**config.mk**
```make
export PLATFORM = sky130hd
export DESIGN_NAME = fpu_seq_ctrl
export DESIGN_NICKNAME = d
export VERILOG_FILES = /design/src/rtl/fpu_ctrl_pkg.sv /design/src/rtl/fpu_lat_counter.sv /design/src/rtl/fpu_seq_ctrl.sv
export SDC_FILE = /design/constraint.sdc
export NUM_CORES = 1
export LEC_CHECK = 0
export BUFFER_PORTS_ARGS = -buffer_cell sky130_fd_sc_hd__buf_2
export CORE_ASPECT_RATIO = 0.5
export CORE_MARGIN = 5
export CORE_UTILIZATION = 40
export DETAILED_ROUTE_END_ITERATION = 12
export HOLD_SLACK_MARGIN = 0.03
export PLACE_DENSITY = 0.79
export REMOVE_ABC_BUFFERS = 1
export SETUP_SLACK_MARGIN = 0.2
export SLEW_MARGIN = 0
export SYNTH_ARGS = -nofsm -noshare
export SYNTH_HDL_FRONTEND = slang
export SYNTH_SLANG_ARGS = --single-unit
```
**constraint.sdc**
```tcl
create_clock -name clk_i -period 2.4 [get_ports clk_i]
set_clock_uncertainty 0.2 [all_clocks]
set_input_delay 0.12 -clock clk_i [delete_from_list [all_inputs] [get_ports clk_i]]
set_output_delay 0.12 -clock clk_i [all_outputs]
set_load 0.05 [all_outputs]
```
**src/rtl/fpu_ctrl_pkg.sv**
```systemverilog
// Shared types and latency helpers for the FPU sequencer.
package fpu_ctrl_pkg;

  typedef enum logic [1:0] {
    FADD = 2'b00,
    FSUB = 2'b01,
    FMUL = 2'b10,
    FDIV = 2'b11
  } fpu_op_e;

  typedef enum logic [1:0] {
    IDLE = 2'b00,
    EXEC = 2'b01,
    DONE = 2'b10
  } fpu_seq_state_e;

  // Latency in FPU cycles for an opcode; the start cycle counts as cycle 1.
  function automatic int unsigned lat_of(input fpu_op_e     op,
                                         input int unsigned lat_add,
                                         input int unsigned lat_sub,
                                         input int unsigned lat_mul,
                                         input int unsigned lat_div);
    int unsigned lat;
    case (op)
      FADD:    lat = lat_add;
      FSUB:    lat = lat_sub;
      FMUL:    lat = lat_mul;
      default: lat = lat_div;
    endcase
    return lat;
  endfunction

  // Largest of the four latencies, used to size the latency counter.
  function automatic int unsigned max_lat(input int unsigned lat_add,
                                          input int unsigned lat_sub,
                                          input int unsigned lat_mul,
                                          input int unsigned lat_div);
    int unsigned m;
    m = lat_add;
    if (lat_sub > m) m = lat_sub;
    if (lat_mul > m) m = lat_mul;
    if (lat_div > m) m = lat_div;
    return m;
  endfunction

endpackage

```
**src/rtl/fpu_lat_counter.sv**
```systemverilog
// Loadable down-counter with a zero flag; stops at zero instead of wrapping.
module fpu_lat_counter #(
  parameter int unsigned W = 5
) (
  input  logic         clk_i,
  input  logic         rst_i,
  input  logic         load_i,
  input  logic [W-1:0] load_val_i,
  input  logic         dec_i,
  output logic         zero_o
);

  logic [W-1:0] cnt_q;
  logic [W-1:0] cnt_d;

  // Load has priority over decrement; decrement is suppressed at zero.
  always_comb begin
    cnt_d = cnt_q;
    if (load_i) begin
      cnt_d = load_val_i;
    end else if (dec_i && (cnt_q != '0)) begin
      cnt_d = cnt_q - {{(W-1){1'b0}}, 1'b1};
    end
  end

  // Count register with synchronous reset to zero.
  always_ff @(posedge clk_i) begin
    if (rst_i) begin
      cnt_q <= '0;
    end else begin
      cnt_q <= cnt_d;
    end
  end

  assign zero_o = (cnt_q == '0);

endmodule

```
**src/rtl/fpu_seq_ctrl.sv**
```systemverilog
// Sequencer between the single-cycle core and the multi-cycle FPU.
// Handshake: a request is taken when req_valid_i is high in IDLE with
// kill_i low; fpu_start_o pulses for the first EXEC cycle; the result is
// captured on the last latency cycle and result_valid_o strobes for one
// cycle in DONE while stall_o drops so the core retires the instruction.
module fpu_seq_ctrl
  import fpu_ctrl_pkg::*;
#(
  parameter int unsigned DATA_W  = 32,
  parameter int unsigned LAT_ADD = 3,
  parameter int unsigned LAT_SUB = 3,
  parameter int unsigned LAT_MUL = 4,
  parameter int unsigned LAT_DIV = 12
) (
  input  logic              clk_i,
  input  logic              rst_i,
  input  logic              req_valid_i,
  input  logic [1:0]        fpu_op_i,
  input  logic [DATA_W-1:0] op_a_i,
  input  logic [DATA_W-1:0] op_b_i,
  input  logic              kill_i,
  output logic              fpu_start_o,
  output logic [1:0]        fpu_op_o,
  output logic [DATA_W-1:0] fpu_a_o,
  output logic [DATA_W-1:0] fpu_b_o,
  input  logic [DATA_W-1:0] fpu_data_i,
  output logic              stall_o,
  output logic              busy_o,
  output logic [DATA_W-1:0] result_o,
  output logic              result_valid_o
);

  localparam int unsigned MAX_LAT = max_lat(LAT_ADD, LAT_SUB, LAT_MUL, LAT_DIV);
  localparam int unsigned CNT_W   = $clog2(MAX_LAT) + 1;

  fpu_seq_state_e    state_q, state_d;
  logic              start_q, start_d;
  fpu_op_e           op_q, op_d;
  logic [DATA_W-1:0] a_q, a_d;
  logic [DATA_W-1:0] b_q, b_d;
  logic [DATA_W-1:0] res_q, res_d;

  logic              cnt_load;
  logic              cnt_dec;
  logic              cnt_zero;
  logic [CNT_W-1:0]  cnt_load_val;
  logic              stall;
  logic              res_valid;

  // Counter preload is LAT-1 so that zero marks the final latency cycle.
  assign cnt_load_val = CNT_W'(lat_of(fpu_op_e'(fpu_op_i),
                                      LAT_ADD, LAT_SUB, LAT_MUL, LAT_DIV) - 1);

  fpu_lat_counter #(
    .W (CNT_W)
  ) u_lat_counter (
    .clk_i      (clk_i),
    .rst_i      (rst_i),
    .load_i     (cnt_load),
    .load_val_i (cnt_load_val),
    .dec_i      (cnt_dec),
    .zero_o     (cnt_zero)
  );

  // Next-state, datapath latching and output decode.
  always_comb begin
    state_d   = state_q;
    start_d   = 1'b0;
    op_d      = op_q;
    a_d       = a_q;
    b_d       = b_q;
    res_d     = res_q;
    cnt_load  = 1'b0;
    cnt_dec   = 1'b0;
    stall     = 1'b0;
    res_valid = 1'b0;

    case (state_q)
      IDLE: begin
        stall = req_valid_i;
        if (req_valid_i && !kill_i) begin
          op_d     = fpu_op_e'(fpu_op_i);
          a_d      = op_a_i;
          b_d      = op_b_i;
          cnt_load = 1'b1;
          start_d  = 1'b1;
          state_d  = EXEC;
        end
      end
      EXEC: begin
        stall = 1'b1;
        if (kill_i) begin
          state_d = IDLE;
        end else if (cnt_zero) begin
          res_d   = fpu_data_i;
          state_d = DONE;
        end else begin
          cnt_dec = 1'b1;
        end
      end
      DONE: begin
        res_valid = !kill_i;
        state_d   = IDLE;
      end
      default: begin
        state_d = IDLE;
      end
    endcase

    // A new FP instruction must hold the PC even while reset is asserted.
    if (rst_i) begin
      stall = req_valid_i;
    end
  end

  // State and datapath registers; reset wins over kill and everything else.
  always_ff @(posedge clk_i) begin
    if (rst_i) begin
      state_q <= IDLE;
      start_q <= 1'b0;
      op_q    <= FADD;
      a_q     <= '0;
      b_q     <= '0;
      res_q   <= '0;
    end else begin
      state_q <= state_d;
      start_q <= start_d;
      op_q    <= op_d;
      a_q     <= a_d;
      b_q     <= b_d;
      res_q   <= res_d;
    end
  end

  assign fpu_start_o    = start_q;
  assign fpu_op_o       = op_q;
  assign fpu_a_o        = a_q;
  assign fpu_b_o        = b_q;
  assign result_o       = res_q;
  assign stall_o        = stall;
  assign result_valid_o = res_valid;
  assign busy_o         = (state_q != IDLE);

endmodule

```
==> flow_metrics.py <==
metrics = {
    "sta": {
        "rsz0062_at_grt": "true",
        "min_period_ps": 2190,
        "max_slew_margin_pct": 68.6,
        "fmax_mhz": 457,
        "slew_violations": 0,
        "tightest_slew_ps": 466,
        "finalSetupViolCount": 0,
        "fin_crit_sh_pct": 91.2,
        "hold_slack_ps": 137,
        "hold_violations": 0,
    },
    "status": {
        "status": "finished, final reports clean",
    },
    "final_layout": {
        "layout-drive-gt1-share_pct": 32.2,
        "fill_cells": 678,
        "finalNonFillerCells": 902,
        "fin_nets": 878,
        "area_growth_syn_to_layout_pct": 66.1,
    },
    "die": {
        "dieArea_um2": 11700,
        "start_util_pct": 40.7,
        "die_y_um": 79.0,
        "rows": 25,
        "chipWidth_um": 148,
        "core_area_um2": 9350,
        "io_pins": 204,
    },
    "worst_setup_path": {
        "start_kind": "flop",
        "worst_ep_required_time_ps": 2470,
        "crit_path_end_kind": "flop",
        "crit_fanout": 5,
        "critPathKind": "reg -> reg",
        "crit_arrival_ps": 2250,
    },
    "synth": {
        "netlist.area_leader.share_pct": 55.8,
        "synth_area_leaders": "dfxtp_1 (56%), nand2_1 (19%), a21oi_1 (14%)",
        "synth-warning-count": 0,
        "synthFlopType": "dfxtp_1",
        "yosys.area.top_type": "dfxtp_1",
        "synth_edf_count": 0,
        "synth_area_um2": 3800,
        "ys_seq_area_share_pct": 55.8,
        "async_flop_share_pct": 0,
        "syn-instance-count": 480,
        "avgSynthCellArea_um2": 7.93,
        "ys_ff_latch": 106,
        "synth_cell_types": 27,
    },
    "global_routing": {
        "antenna_found_initial": 0,
        "grt_max_degree": 89,
        "grt_pass1_vias": 4564,
        "grt_usage_pct": 22.4,
        "grt_pass1_wl_um": 21200,
        "grt-ovfl-total": 0,
    },
    "clock_tree": {
        "insertion_delay_ps": 340,
        "htree_levels": 3,
        "root_buffer": "clkbuf_16",
        "clockBufferDepth": 2,
        "cts_sinks": 106,
        "cts_buffers": 9,
        "cts_tree": "yes",
        "clk_pin_slew_ps": 70,
    },
    "placed_design": {
        "dp_cells": 782,
        "dp_hpwl_um": 7610,
        "routabilityCongestion": 0.791,
        "io_buffers": 203,
    },
    "drt": {
        "via_count": 4526,
        "drt_wl_total_um": 13800,
        "viasPerCell": 5.02,
        "dr.pass1.iters": 8,
        "detail-route-antenna-nets": 0,
        "drt_drc_violations_left": 0,
        "first_iter_violations": 298,
        "wl_per_cell_um": 15.3,
    },
    "power_and_ir_drop": {
        "p_per_area_nw_per_um2": 644,
        "ir_worst_vdd_mv": 0.453,
        "power.leakage_nw": 2.86,
    },
    "flow_run": {
        "max-cap-violations": 0,
    },
    "min_path": {
        "hold_path_class": "in -> reg",
    },
}
## power breakdown
part / internal [W] / switching, W
Combinational: 0.000319 / 0.000496
Clock: 0.000713 / 0.000667
Sequential: 0.00183 / 0.0000458
Total: 0.00286 / 0.00121
## cell usage after synthesis (all sizes together) (2+ instances only)
cell	number
nand2	196
a21oi	107
dfxtp	106
clkbuf	21
buf	15
nor2	5
a211oi	4
nand3	3
inv	2
nor3	2
nor3b	2
o21ai	2
or2	2
xnor2	2
## through the flow
step / util [%] / instance area [um2] / power [W] / setup TNS (ps) / worst slack, ps
2_1_floorplan: - / 3640 / 0.00230 / -280740 / -4510
3_3_place_gp: 52.8 / 4940 / 0.00253 / 0 / 20.4
3_5_place_dp: 52.8 / 4940 / 0.00255 / -215 / -109
4_1_cts: 66.8 / 6240 / 0.00407 / 0 / 150
5_1_grt: 67.6 / 6320 / 0.00424 / 0 / 114
6_report: 67.6 / 6320 / 0.00407 / 0 / 211
## sequential cells by signal, summed over array words and instances, names as in the netlist
register / count
fpu_a_o: 32
fpu_b_o: 32
state_q: 2
fpu_start_o: 1
u_lat_counter.cnt_q: 5
result_o: 32
fpu_op_o: 2
## worst max-delay path, cell delays in order (launching register included)
cell and delay [ps]:
dfxtp_2 320, or4b_4 570, mux2i_4 220, ha_4 180
nand4bb_4 130, a211oi_1 230, a211oi_1 90, a211oi_1 160
## logic make-up (layout without fill, tap and decap cells)
family / after synthesis / count (layout) / share of synthesized area, %
XOR/XNOR: 2 / 2 / 0.460
flip-flops: 106 / 106 / 55.8
adder cells (fa/ha/maj): 1 / 1 / 0.329
buffers and inverters: 38 / 338 / 4.44
multiplexers: 1 / 1 / 0.362
AND/OR/NAND/NOR: 214 / 214 / 22.2
AO/OA/AOI/OAI: 118 / 118 / 16.5
other: 0 / 1 / 0
## final cells by class
type	instances	area (um2)	area share, %
inverter	2	7.51	0.119
sequential	106	2120	33.6
clock buffer	9	225	3.56
antenna	1	2.50	0.0396
clock inverter	7	52.6	0.831
timing repair buffer	320	2170	34.3
tap	121	151	2.40
multi-input combinational	336	1590	25.2
## cell usage in the layout, fill, tap and decap left out, types with 2 or more instances in the layout
cell type        n
dlygate4sd3_1  100
buf_6            2
dfxtp_1        104
or2_2            2
dfxtp_2          2
buf_4           15
inv_1            2
nand2_1        196
a211oi_1         4
nand3_1          3
buf_2          202
clkbuf_16        9
nor2_1           4
a21oi_1        106
inv_6            3
clkinv_2         2
## worst paths after layout
check	from	end	slack (ps)	cells after the start
min reg2reg	result_o[21]$_SDFFE_PP0P_	result_o[21]$_SDFFE_PP0P_	250	2
max reg2reg	state_q[1]$_SDFFE_PP0P_	u_lat_counter.cnt_q[2]$_SDFFE_PP0P_	210	7
max	state_q[1]$_SDFFE_PP0P_	u_lat_counter.cnt_q[2]$_SDFFE_PP0P_	210	7
min	kill_i	u_lat_counter.cnt_q[4]$_SDFFE_PP0P_	140	4
## routing by layer
metal / GRT usage, % / up-vias / wire [um] / share of wire (%)
met4: 15.9 / 0 / 886 / 6.4
met5: 0 / - / 0 / 0
met3: 5.25 / 77 / 713 / 5.2
met2: 43.0 / 205 / 7250 / 53
li1: - / 2152 / - / -
met1: 21.5 / 2092 / 4940 / 36
## what timing repair did
action                                  CTS  global route
gates resized for setup                   4            11
endpoints found under the setup margin    3             8
hold endpoints to repair                102             0
cloned                                    0             0
hold buffers                            100             0
pin swaps                                 5             4
buffers inserted                          2             1
(Power assumes the default switching activity.)
